--- config.mk ---
export PLATFORM = sky130hd
export DESIGN_NAME = imm_gen_pipe
export DESIGN_NICKNAME = d
export VERILOG_FILES = /design/src/rtl/imm_gen_pipe.sv
export SDC_FILE = /design/constraint.sdc
export NUM_CORES = 1
export LEC_CHECK = 0
export ABC_CLOCK_PERIOD_IN_PS = 2000
export CORE_MARGIN = 2
export CORE_UTILIZATION = 30
export CTS_BUF_LIST = sky130_fd_sc_hd__clkbuf_8
export CTS_CLUSTER_SIZE = 8
export DETAILED_ROUTE_END_ITERATION = 6
export GPL_ROUTABILITY_DRIVEN = 0
export GPL_TIMING_DRIVEN = 0
export PLACE_DENSITY = 0.59
export SLEW_MARGIN = 20
export SYNTH_ARGS = -nofsm -noshare
export SYNTH_HDL_FRONTEND = slang
export SYNTH_SLANG_ARGS = --single-unit
export TNS_END_PERCENT = 10
--- constraint.sdc ---
create_clock -name clk -period 2 [get_ports clk]
set_input_delay 0.6 -clock clk [delete_from_list [all_inputs] [get_ports clk]]
set_output_delay 0.6 -clock clk [all_outputs]
set_load 0.05 [all_outputs]
--- src/rtl/imm_gen_pipe.sv ---
// ---------------------------------------------------------------------------
// imm_gen_pipe
//   Registered immediate / branch-target generator for the pipelined
//   SimpleRISC core, placed between decode and operand-fetch. An entry
//   {pc, instruction, CSR-writeback flag, call flag} is accepted under a
//   valid/ready handshake. One cycle later the block presents the extended
//   immediate, the branch/call target and a flag that says whether pc+offset
//   wrapped around the XLEN-bit address space.
//
// Parameters
//   XLEN      datapath width of pc / immx / target (>= 32)
//   OFF_SHIFT left shift of the sign-extended 27-bit branch offset (0..2)
//   SKID      1: two-entry buffer (output + skid), in_ready from a register
//             0: single output register, in_ready combinational
//
// Ports
//   clk, rst_n            clock, asynchronous active-low reset
//   flush                 synchronous kill of every held entry and of the
//                         entry offered in the same cycle
//   in_valid / in_ready   upstream handshake
//   in_pc, in_instr       pc and instruction word
//   in_is_wb_csr          CSR-writeback instruction (enables ones-fill)
//   in_is_call            call instruction (target is the bare offset)
//   out_valid / out_ready downstream handshake
//   out_immx              generated immediate
//   out_branch_target     branch / call target
//   out_tgt_wrap          pc+offset wrapped modulo 2^XLEN
// ---------------------------------------------------------------------------
module imm_gen_pipe #(
    parameter int XLEN      = 32,
    parameter int OFF_SHIFT = 0,
    parameter int SKID      = 1
) (
    input  logic            clk,
    input  logic            rst_n,
    input  logic            flush,
    input  logic            in_valid,
    output logic            in_ready,
    input  logic [XLEN-1:0] in_pc,
    input  logic [31:0]     in_instr,
    input  logic            in_is_wb_csr,
    input  logic            in_is_call,
    output logic            out_valid,
    input  logic            out_ready,
    output logic [XLEN-1:0] out_immx,
    output logic [XLEN-1:0] out_branch_target,
    output logic            out_tgt_wrap
);

    localparam logic SKID_EN = (SKID != 0) ? 1'b1 : 1'b0;

    // Combinational datapath
    logic [15:0]     imm_s;
    logic [1:0]      mod_s;
    logic            fill_s;
    logic [XLEN-1:0] immx_s;
    logic [XLEN-1:0] off_ext_s;
    logic [XLEN-1:0] off_s;
    logic [XLEN:0]   sum_s;
    logic [XLEN-1:0] target_s;
    logic            wrap_s;

    // Handshake
    logic            in_ready_s;
    logic            load_out_s;
    logic            offer_s;

    // Output register
    logic            out_valid_q, out_valid_d;
    logic [XLEN-1:0] out_immx_q, out_immx_d;
    logic [XLEN-1:0] out_tgt_q, out_tgt_d;
    logic            out_wrap_q, out_wrap_d;

    // Skid register (stays empty when SKID = 0)
    logic            skid_valid_q, skid_valid_d;
    logic [XLEN-1:0] skid_immx_q, skid_immx_d;
    logic [XLEN-1:0] skid_tgt_q, skid_tgt_d;
    logic            skid_wrap_q, skid_wrap_d;

    assign imm_s  = in_instr[15:0];
    assign mod_s  = in_instr[17:16];
    assign fill_s = in_is_wb_csr & in_instr[18];

    // Immediate extension selected by the two mode bits
    always_comb begin
        immx_s = {XLEN{1'b0}};
        case (mod_s)
            2'b00: begin
                if (fill_s) begin
                    immx_s = {{(XLEN-16){1'b1}}, imm_s};
                end else begin
                    immx_s = {{(XLEN-16){imm_s[15]}}, imm_s};
                end
            end
            2'b10: begin
                // Upper-half immediate; anything above bit 31 stays zero.
                immx_s[31:16] = imm_s;
                if (fill_s) begin
                    immx_s[15:0] = 16'hFFFF;
                end else begin
                    immx_s[15:0] = 16'h0000;
                end
            end
            default: begin
                immx_s = {{(XLEN-16){1'b0}}, imm_s};
            end
        endcase
    end

    // Sign-extended 27-bit offset; with OFF_SHIFT <= 2 and XLEN >= 32 the
    // shift never disturbs the sign bit, so off_s[XLEN-1] is the offset sign.
    assign off_ext_s = {{(XLEN-27){in_instr[26]}}, in_instr[26:0]};
    assign off_s     = off_ext_s << OFF_SHIFT;
    assign sum_s     = {1'b0, in_pc} + {1'b0, off_s};

    // Target select and wrap detection (carry for forward, borrow for backward)
    always_comb begin
        target_s = {XLEN{1'b0}};
        wrap_s   = 1'b0;
        if (in_is_call) begin
            target_s = off_s;
            wrap_s   = 1'b0;
        end else begin
            target_s = sum_s[XLEN-1:0];
            if (off_s[XLEN-1]) begin
                wrap_s = (sum_s[XLEN-1:0] > in_pc);
            end else begin
                wrap_s = sum_s[XLEN];
            end
        end
    end

    // With a skid buffer in_ready depends only on state, breaking the
    // out_ready -> in_ready combinational path.
    always_comb begin
        if (SKID_EN) begin
            in_ready_s = ~skid_valid_q;
        end else begin
            in_ready_s = ~out_valid_q | out_ready;
        end
    end

    assign load_out_s = ~out_valid_q | out_ready;
    assign offer_s    = in_valid & in_ready_s;

    // Next-state for output and skid registers; flush beats everything
    always_comb begin
        out_valid_d  = out_valid_q;
        out_immx_d   = out_immx_q;
        out_tgt_d    = out_tgt_q;
        out_wrap_d   = out_wrap_q;
        skid_valid_d = skid_valid_q;
        skid_immx_d  = skid_immx_q;
        skid_tgt_d   = skid_tgt_q;
        skid_wrap_d  = skid_wrap_q;
        if (flush) begin
            out_valid_d  = 1'b0;
            skid_valid_d = 1'b0;
        end else if (load_out_s) begin
            if (skid_valid_q) begin
                // Older entry in the skid goes out first to keep FIFO order.
                out_valid_d  = 1'b1;
                out_immx_d   = skid_immx_q;
                out_tgt_d    = skid_tgt_q;
                out_wrap_d   = skid_wrap_q;
                skid_valid_d = 1'b0;
            end else if (offer_s) begin
                out_valid_d = 1'b1;
                out_immx_d  = immx_s;
                out_tgt_d   = target_s;
                out_wrap_d  = wrap_s;
            end else begin
                out_valid_d = 1'b0;
            end
        end else if (SKID_EN && offer_s) begin
            // Output stalled: park the new entry behind it.
            skid_valid_d = 1'b1;
            skid_immx_d  = immx_s;
            skid_tgt_d   = target_s;
            skid_wrap_d  = wrap_s;
        end else begin
            out_valid_d  = out_valid_q;
            skid_valid_d = skid_valid_q;
        end
    end

    // State registers with asynchronous clear
    always_ff @(posedge clk or negedge rst_n) begin
        if (!rst_n) begin
            out_valid_q  <= 1'b0;
            out_immx_q   <= {XLEN{1'b0}};
            out_tgt_q    <= {XLEN{1'b0}};
            out_wrap_q   <= 1'b0;
            skid_valid_q <= 1'b0;
            skid_immx_q  <= {XLEN{1'b0}};
            skid_tgt_q   <= {XLEN{1'b0}};
            skid_wrap_q  <= 1'b0;
        end else begin
            out_valid_q  <= out_valid_d;
            out_immx_q   <= out_immx_d;
            out_tgt_q    <= out_tgt_d;
            out_wrap_q   <= out_wrap_d;
            skid_valid_q <= skid_valid_d;
            skid_immx_q  <= skid_immx_d;
            skid_tgt_q   <= skid_tgt_d;
            skid_wrap_q  <= skid_wrap_d;
        end
    end

    assign in_ready          = in_ready_s;
    assign out_valid         = out_valid_q;
    assign out_immx          = out_immx_q;
    assign out_branch_target = out_tgt_q;
    assign out_tgt_wrap      = out_wrap_q;

endmodule

==> results.json, run 1 <==
{
  "worst_slew_pin_slew_ns": 0.622,
  "period_needed_ns": 3.80,
  "synth_flop_cell": "dfrtp_1",
  "crit_top_cell": "a21o_1",
  "path_clk_slew_ns": 0.08,
  "clockBufferDepth": 2,
  "synth_area_leaders": "dfrtp_1, ha_1, a21oi_1",
  "num_antenna_cells": 0,
  "critPathLaunchType": "primary input",
  "power.share.clock": 0.219,
  "reg2regPathDepth": 8,
  "irDropWorstVdd_uv": 427,
  "ys_types": 62,
  "hold_path.class": "primary input to async pin",
  "maxCapViolCount": 0,
  "routedWlPerCell_um": 19.1,
  "violations": "negative setup slack",
  "p_leak_nw": 5.70,
  "cp.depth": 18,
  "crit_family": "compound AO/OA/AOI/OAI gates",
  "dp_hpwl_mm": 23.7,
  "die_w_um": 174,
  "maxSlewViolCount": 0,
  "crit_path_max_incr_delay_ns": 0.48,
  "floorplan.rows": 62,
  "cp-endpoint": "skid_wrap_q",
  "synth_nets": 1210,
  "skew_ns": 0.0173,
  "synthCells": 1076,
  "internal_power_mw": 5.67,
  "clockRootBuffer": "clkbuf_8",
  "grt_max_degree": 70,
  "finalPower_mw": 9.74,
  "grt_overflow": 0,
  "syn_area_mm2": 0.00872,
  "grt_use_total": 0.210,
  "cts_tree": "built",
  "ant_nets": 0,
  "setup_viol": 60,
  "h-tree-depth": 4,
  "timing.reg2reg.setup_slack_ns": 0.01,
  "boundaryPins": 138,
  "synth_xor_area_frac": 0.0261,
  "cts_buffers": 17,
  "final_area_mm2": 0.0123,
  "drc": 0,
  "yosys.area_share.adder": 0.0913,
  "crit_fanout": 5,
  "fmax_mhz": 263,
  "pwr_density_cell_mw_per_mm2": 791,
  "antenna_found_initial": 0,
  "worstSetupPathType": "primary input to flop",
  "crit_required_ns": 2.32,
  "cts_sinks": 132,
  "synth_mux_area_frac": 0.0225,
  "slew_headroom": 0.585,
  "grt_pass1_wl_mm": 49.9,
  "die_h_um": 174,
  "status": "finished with violations",
  "syn2layout_area_growth_pct": 41.2,
  "drtPass1Iterations": 5,
  "vias_per_cell": 5.32,
  "dieArea_mm2": 0.0304,
  "path_cells": "buf_2 > ha_4 > nand4_1 > inv_2 > o2111ai_4 > a31o_4 > a2111o_1 > nand2_2 > a31oi_2 > xnor2_1 > ha_1 > a21o_1 > a21o_1 > a21oi_2 > o2111ai_2 > a221o_1 > nand3_2 > o31ai_1",
  "sequentialPowerShare": 0.362,
  "start_util": 0.305,
  "grt_pass1_vias": 8808,
  "min_period_over_period": 1.90,
  "cp_data_arrival_time_ns": 4.12,
  "hold-worst-slack_ns": 0.0849,
  "place_area_mm2": 0.0107,
  "drtIter0Drc": 883,
  "hold_violations": 0,
  "port_buffers": 132,
  "switching_share": 0.418,
  "slowest_stage": "a2111o_1",
  "synth-compound-area-share": 0.262,
  "ys_seq_area_frac": 0.379,
  "setup_tns_ns": -26.20,
  "timing.rr.start": "skid_valid_q",
  "final_util": 0.430,
  "synth-seq-cells": 132,
  "rsz0062_at_grt": "yes",
  "fp.coreArea_mm2": 0.0286,
  "startpoint": "in_instr[8]",
  "clkLatencyLatePin_ns": 0.45,
  "power.switching_mw": 4.07,
  "nets": 1411,
  "yosys.area_share.simple": 0.168,
  "setup_ws_ns": -1.80,
  "cp-end-kind": "flop",
  "r2r_end": "out_branch_target[10]",
  "synth_top_area_cell": "dfrtp_1",
  "drive_above_1_share": 0.242,
  "synth_area_per_cell_um2": 8.10,
  "hold_buffers": 0,
  "cp_num_buf_inv": 2,
  "async_reset_ff_frac": 1.00,
  "synth_edf_count": 0,
  "num_vias": 8914,
  "synth_top_family_by_area": "compound AO/OA/AOI/OAI gates",
  "yosysWarnings": 0,
  "wirelength_mm": 32.1,
  "p_comb_frac": 0.418,
  "synth_top_area_share": 0.379
}
logic make-up after synthesis:
| group | Yosys count |
|---|---|
| compound gates | 393 |
| xor+xnor | 26 |
| fa+ha+maj | 63 |
| buf+inv | 115 |
| flops | 132 |
| mux | 19 |
| simple gates | 328 |
per-stage QoR:
stage	setup slack, ns	std cells
finish	-1.80	1674
floorplan	-1.71	1076
global route	-1.96	1674
CTS	-1.72	1672
global placement	-5.16	1592
detailed placement	-3.06	1593
cells in the final DEF, fill, tap and decap left out, types with 9 or more instances in the layout:
cell	netlist	layout
clkdlybuf4s15_2	0	9
a21oi_2	0	18
a21o_1	34	34
o21ai_2	0	12
and2_1	9	9
inv_1	46	43
buf_2	6	17
nor2_1	78	72
nand4_1	13	13
clkbuf_2	0	25
and3_1	15	15
clkbuf_1	56	21
buf_4	2	51
ha_4	0	26
dfrtp_1	132	132
o21ai_0	134	98
buf_6	0	15
a21oi_1	144	122
dlygate4sd2_1	0	60
clkdlybuf4s15_1	0	21
xor2_1	13	11
ha_1	62	35
nand3_1	17	13
o21ai_1	7	30
nand2_1	153	148
clkbuf_8	0	19
sequential cells by signal, indices dropped and copies added (netlist names):
register / flops
skid_wrap_q: 1
out_branch_target: 32
skid_valid_q: 1
out_immx: 32
skid_tgt_q: 32
skid_immx_q: 32
out_tgt_wrap: 1
out_valid: 1
worst min-delay path by stage:
stage	startpoint	end	slack [ns]
6_report	rst_n	out_immx[1]	0.08
5_1_grt	rst_n	out_immx[1]	0.10
4_1_cts	rst_n	out_immx[1]	0.09
3_5_place_dp	skid_tgt_q[29]	skid_tgt_q[29]	0.46
3_3_place_gp	skid_tgt_q[16]	skid_tgt_q[16]	0.45
2_1_floorplan	rst_n	out_branch_target[0]	0.30
Yosys cell counts (3+ instances only):
cell type	instances
mux2_2	5
nor3_1	12
xnor2_1	13
xor2_1	13
buf_2	6
a21o_1	34
nand2b_1	6
ha_1	62
o21ai_1	7
nand2_1	153
o21bai_1	3
o21a_1	5
a311oi_1	3
buf_1	4
clkbuf_1	56
mux2i_1	14
dfrtp_1	132
a211oi_1	4
and2_1	9
a21boi_0	3
nand4_1	13
o311ai_0	3
a31o_2	4
a31oi_1	11
or3_1	6
nor2b_1	5
inv_1	46
a21oi_1	144
nand3_1	17
o2111ai_1	5
a2bb2oi_1	3
o21ai_0	134
o31ai_1	6
nor4_1	3
and3_1	15
a41oi_1	3
nor2_1	78
o211ai_1	6
power by group through the flow:
stage	Clock [mW]	Sequential (mW)	Combinational [mW]
floorplan	0	4.37	1.54
global placement	0	3.58	3.64
detailed placement	0	3.59	3.70
CTS	2.18	3.53	3.91
global route	2.30	3.60	4.41
finish	2.14	3.53	4.07
layer usage:
metal,global-route usage,vias up,routed length (um)
li1,-,4223,-
met1,0.290,4315,14700
met2,0.324,304,14400
met3,0.0319,72,1740
met4,0.0963,0,1250
met5,0,-,0
final cells by class:
type	instances	area, um^2
plain buffers	63	372
flip-flops and latches	132	3300
multi-input cells	829	5920
repair buffers	187	1700
inverters	47	179
clock inverters	15	130
clock buffers	17	234
fillers	2828	16300
well taps	384	480
timing repair:
item,4_1_cts,5_1_grt
resized for setup,419,152
setup endpoints to repair,197,156
pin swaps,68,52
buffers inserted,57,9
endpoints found under the hold margin,0,0
Note: power is estimated with default switching activity, not from simulation.
==> run 2, diff against run 1 <==
- ABC_CLOCK_PERIOD_IN_PS: 2000 -> 3100
- PLACE_DENSITY: 0.59 -> 0.6
- clock period: 2 -> 3.1 ns (I/O delays scaled with it)
==> run 2 against run 1 <==
Against the previous run: the run still ends with negative setup slack left; global-route usage shrank 0.51 points; worst setup slack improved by 0.88 ns; hold slack gained 0.27 ns; sequential share of layout area grew 0.98 points; combinational power shrank 36%; via count decreased by 0.53%; clock skew fell by 0.0071 ns; register-to-register slack better by 0.65 ns; die area unchanged; non-clock buffer count decreased by 5.
==> results.json, run 2 (synthesized netlist as in run 1, its figures left out) <==
{
  "drtIter0Drc": 961,
  "crit_top_cell": "a21o_1",
  "grt_max_degree": 96,
  "maxSlewViolCount": 0,
  "cp_data_arrival_time_ns": 4.34,
  "finalPower_mw": 6.27,
  "cts_buffers": 17,
  "crit_family": "compound AO/OA/AOI/OAI gates",
  "rsz0062_at_grt": "yes",
  "wl_met1_mm": 13.8,
  "routedWlPerCell_um": 18.7,
  "antenna_found_initial": 0,
  "irDropWorstVdd_uv": 281,
  "port_buffers": 132,
  "cp_num_buf_inv": 1,
  "final_cell_mix": "nand2_1, dfrtp_1, a21oi_1",
  "num_vias": 8867,
  "worstSetupPathType": "primary input to flop",
  "maxCapViolCount": 0,
  "syn2layout_area_growth_pct": 36.3,
  "final_common_cell": "nand2_1",
  "path_cells": "buf_2 > ha_4 > o21a_1 > a21o_1 > nand3_2 > a31o_4 > a2111o_1 > nand2_2 > a31oi_2 > xnor2_1 > ha_1 > a21o_1 > a21o_1 > a21oi_2 > o2111ai_2 > a221o_1 > nand3_2 > o31ai_2",
  "cp.depth": 18,
  "clkLatencyLatePin_ns": 0.45,
  "status": "finished with violations",
  "vias_per_cell": 5.31,
  "h-tree-depth": 4,
  "period_needed_ns": 4.03,
  "final_cell_count_no_fill": 1669,
  "dp_hpwl_mm": 23.4,
  "min_period_over_period": 1.30,
  "die_h_um": 174,
  "dr.max_layer_used": "met4",
  "reg2regPathDepth": 8,
  "die_w_um": 174,
  "wirelength_mm": 31.2,
  "ant_nets": 0,
  "drive_above_1_share": 0.166,
  "wl_met3_mm": 2.07,
  "nets": 1406,
  "hold_buffers": 0,
  "critPathLaunchType": "primary input",
  "hold_path.class": "primary input to async pin",
  "setup_viol": 4,
  "r2r_end": "out_branch_target[19]",
  "num_antenna_cells": 0,
  "boundaryPins": 138,
  "grt_pass1_wl_mm": 48.9,
  "place_area_mm2": 0.0107,
  "dieArea_mm2": 0.0304,
  "hold_violations": 0,
  "skew_ns": 0.0102,
  "clockBufferDepth": 2,
  "worst_slew_pin_slew_ns": 0.752,
  "start_util": 0.305,
  "hold-worst-slack_ns": 0.351,
  "slew_headroom": 0.498,
  "cp-end-kind": "flop",
  "fill_cells": 2835,
  "crit_required_ns": 3.41,
  "setup_ws_ns": -0.925,
  "violations": "negative setup slack",
  "path_clk_slew_ns": 0.08,
  "grt_pass1_vias": 8627,
  "timing.reg2reg.setup_slack_ns": 0.66,
  "crit_fanout": 3,
  "p_leak_nw": 5.39,
  "crit_path_max_incr_delay_ns": 0.44,
  "cp-endpoint": "skid_wrap_q",
  "clockRootBuffer": "clkbuf_8",
  "final_area_mm2": 0.0119,
  "cts_tree": "built",
  "drc": 0,
  "timing.rr.start": "skid_valid_q",
  "grt_use_total": 0.205,
  "fmax_mhz": 248,
  "drtPass1Iterations": 6,
  "grt_overflow": 0,
  "floorplan.rows": 62,
  "startpoint": "in_pc[8]",
  "placed_cells": 1593,
  "slowest_stage": "a2111o_1",
  "final_util": 0.415,
  "fp.coreArea_mm2": 0.0286,
  "cts_sinks": 132,
  "pwr_density_cell_mw_per_mm2": 527,
  "wl_met2_mm": 14.3
}
## run 2: timing repair
item,in CTS,in global routing
pin swaps,46,31
endpoints found under the setup margin,50,35
gates resized for setup,203,80
buffers inserted,34,13
## run 2: routing by layer
| layer | global-route usage | vias to the layer above |
|---|---|---|
| met5 | 0 | - |
| met4 | 0.0676 | 0 |
| li1 | - | 4215 |
| met3 | 0.0328 | 65 |
| met1 | 0.284 | 4218 |
| met2 | 0.326 | 369 |
## run 2: worst min-delay path by stage
stage	startpoint	slack [ns]	cells after the start	end
2_1_floorplan	skid_wrap_q	0.44	2	skid_wrap_q
3_3_place_gp	skid_tgt_q[16]	0.45	2	skid_tgt_q[16]
3_5_place_dp	skid_tgt_q[16]	0.46	2	skid_tgt_q[16]
4_1_cts	rst_n	0.34	1	skid_immx_q[8]
5_1_grt	rst_n	0.36	1	out_immx[16]
6_report	rst_n	0.35	1	out_immx[1]
## run 2: through the flow
step / TNS (ns) / setup slack [ns]
6_report: -2.11 / -0.925
5_1_grt: -2.68 / -1.02
4_1_cts: -1.90 / -0.900
3_5_place_dp: -60.49 / -2.28
3_3_place_gp: -630.54 / -4.35
2_1_floorplan: -1.94 / -0.939
## run 2: power breakdown
part	internal, mW	switching, mW	total (mW)	leakage [nW]
combinational	0.988	1.62	2.61	3.52
clock	0.672	0.706	1.38	0.197
sequential	2.08	0.203	2.28	1.67
## run 2: area by class of cell
class | count | area [um^2] | area share
clock buffer | 19 | 262 | 0.0220
timing repair buffer | 180 | 1700 | 0.143
multi-input combinational | 829 | 5560 | 0.468
clock inverter | 13 | 110 | 0.00927
sequential | 132 | 3300 | 0.278
inverter | 47 | 176 | 0.0148
buffer | 65 | 295 | 0.0249
tap | 384 | 480 | 0.0404
## run 2: worst register-to-register path, cell delays in order, from the launching register on
cell	delay (ns)
dfrtp_1	0.39
clkbuf_2	0.23
nor2_1	0.22
nor2_1	0.07
nand2_1	0.36
clkbuf_2	0.40
buf_1	0.45
nand2_1	0.12
o21ai_0	0.10
==> run 3, diff against run 2 <==
- ABC_CLOCK_PERIOD_IN_PS: 3100 -> 3550
- RECOVER_POWER: not set -> 50
- clock period: 3.1 -> 3.55 ns (I/O delays scaled with it)
==> run 3 against run 2 <==
Against the previous run: the flow finishes with violations (design-rule violations, max-capacitance violations, max-slew violations, negative setup slack); highest routed layer unchanged; die area stayed put; register-to-register slack better by 0.16 ns; combinational power fell by 15%.
==> results.json, run 3 (synthesized netlist as in run 1, its figures left out) <==
{
  "status": "finished with violations",
  "violations": "design-rule violations, max-capacitance violations, max-slew violations, negative setup slack",
  "grt_overflow": 0,
  "crit_fanout": 7,
  "dieArea_mm2": 0.0304,
  "power.share.clock": 0.222,
  "path_cells": "clkdlybuf4s15_2 > ha_1 > buf_4 > nand2_1 > a31o_4 > a2111o_1 > nand2_2 > a31oi_2 > xnor2_1 > ha_1 > a21o_1 > a21o_1 > a21oi_2 > o2111ai_2 > a221o_1 > nand3_2 > o31ai_2",
  "fp.coreArea_mm2": 0.0286,
  "die_h_um": 174,
  "p_comb_frac": 0.411,
  "grt_pass1_vias": 8610,
  "die_w_um": 174,
  "grt_use_total": 0.204,
  "rsz0062_at_grt": "yes",
  "final_cell_mix": "nand2_1, dfrtp_1, a21oi_1",
  "worstSetupPathType": "primary input to flop",
  "drive_above_1_share": 0.152,
  "grt_pass1_wl_mm": 48.8,
  "clockRootBuffer": "clkbuf_8",
  "num_antenna_cells": 0,
  "port_buffers": 132,
  "pwr_density_cell_mw_per_mm2": 461,
  "switching_share": 0.406,
  "internal_power_mw": 3.22,
  "dp_slack_ns": -1.97,
  "nets": 1403,
  "globalRouteMet3Util": 0.0322,
  "num_vias": 8877,
  "period_needed_ns": 4.18,
  "met1_usage": 0.283,
  "fmax_mhz": 239,
  "sequentialPowerShare": 0.367,
  "irDropWorstVdd_uv": 245,
  "floorplan.rows": 62,
  "drc": 2,
  "skew_ns": 0.0105,
  "worst_slew_pin_slew_ns": 2.13,
  "final_common_cell": "nand2_1",
  "start_util": 0.305,
  "slowest_stage": "a2111o_1",
  "cts_sinks": 132,
  "clockBufferDepth": 2,
  "dp_hpwl_mm": 23.4,
  "crit_required_ns": 3.86,
  "grt_max_degree": 96,
  "drtIter0Drc": 920,
  "ant_nets": 0,
  "boundaryPins": 138,
  "busiest_layer": "met2",
  "cts_tree": "built",
  "slew_headroom": -0.419,
  "antenna_found_initial": 0,
  "routedWlPerCell_um": 18.6,
  "drtPass1Iterations": 7,
  "syn2layout_area_growth_pct": 34.6,
  "setup_ws_ns": -0.635,
  "p_leak_nw": 5.37,
  "cts_buffers": 17,
  "maxCapViolCount": 1,
  "hold_path.class": "flop to flop",
  "vias_per_cell": 5.33,
  "power.switching_mw": 2.20,
  "min_period_over_period": 1.18,
  "setup_viol": 2,
  "h-tree-depth": 4,
  "path_clk_slew_ns": 0.08,
  "hold_violations": 0,
  "critPathLaunchType": "primary input",
  "wirelength_mm": 31.0,
  "cp-end-kind": "flop",
  "grt_use_met2": 0.325,
  "crit_path_max_incr_delay_ns": 0.48,
  "cp_data_arrival_time_ns": 4.50,
  "hold_buffers": 0,
  "setup_tns_ns": -1.26,
  "maxSlewViolCount": 39,
  "clkLatencyLatePin_ns": 0.45
}
## run 3: changes by cell type in the layout (fill, tap and decap cells not counted), sizes merged
| cell | before | now |
|---|---|---|
| dlygate4sd2 | 12 | 13 |
| clkdlybuf4s50 | 85 | 57 |
| buf | 80 | 74 |
| clkbuf | 76 | 78 |
| dlygate4sd3 | 0 | 29 |
| clkdlybuf4s15 | 7 | 6 |
## run 3: path summary, 6_finish.rpt
check | start | end | slack [ns] | cells past startpoint
setup reg to reg | skid_valid_q | out_immx[20] | 0.82 | 8
hold reg to reg | out_branch_target[1] | out_branch_target[1] | 0.48 | 2
hold / removal | out_branch_target[1] | out_branch_target[1] | 0.48 | 2
setup / recovery | in_instr[12] | skid_wrap_q | -0.63 | 17
max in group asynchronous | rst_n | skid_tgt_q[24] | 0.58 | 2
min in group asynchronous | rst_n | out_immx[1] | 1.23 | 1
## run 3: power by group through the flow
stage          Combinational [mW]  Sequential, mW  Clock [mW]
6_report                     2.23            1.99        1.20
3_5_place_dp                 2.08            2.02           0
5_1_grt                      2.42            2.03        1.30
3_3_place_gp                 2.05            2.01           0
4_1_cts                      2.18            1.99        1.23
2_1_floorplan               0.868            2.46           0
## run 3: worst max-delay path, delay by kind of cell
kind	cells	cell delay, ns
compound gates	9	1.85
xor+xnor	1	0.14
fa+ha+maj	2	0.65
buf+inv	2	0.45
simple gates	3	0.32
## run 3: layer usage
| layer | part of all wire | vias up |
|---|---|---|
| li1 | - | 4214 |
| met2 | 0.46 | 360 |
| met4 | 0.028 | 0 |
| met3 | 0.062 | 68 |
| met1 | 0.45 | 4235 |
| met5 | 0 | - |
## run 3: layout make-up
cell class	instances	area, um^2
fill	2856	16900
multi-input combinational	829	5480
sequential	132	3300
timing repair buffer	176	1640
tap	384	480
buffer	66	287
clock buffer	19	262
inverter	47	176
clock inverter	13	110
## run 3: stage by stage
stage	total power [mW]	hold WS (ns)	instance area, um^2	util	cells
floorplan	3.33	0.441	8820	-	1076
global placement	4.06	0.454	10600	0.371	1592
detailed placement	4.10	0.464	10700	0.372	1593
CTS	5.40	0.478	11500	0.402	1656
global route	5.74	0.498	11700	0.410	1666
finish	5.41	0.478	11700	0.410	1666
## run 3: timing repair
item / CTS / global route
resized for setup: 195 / 59
pin swaps: 44 / 34
hold endpoints to repair: 0 / 0
setup endpoints to repair: 34 / 7
setup buffers: 33 / 10
gates cloned: 0 / 0
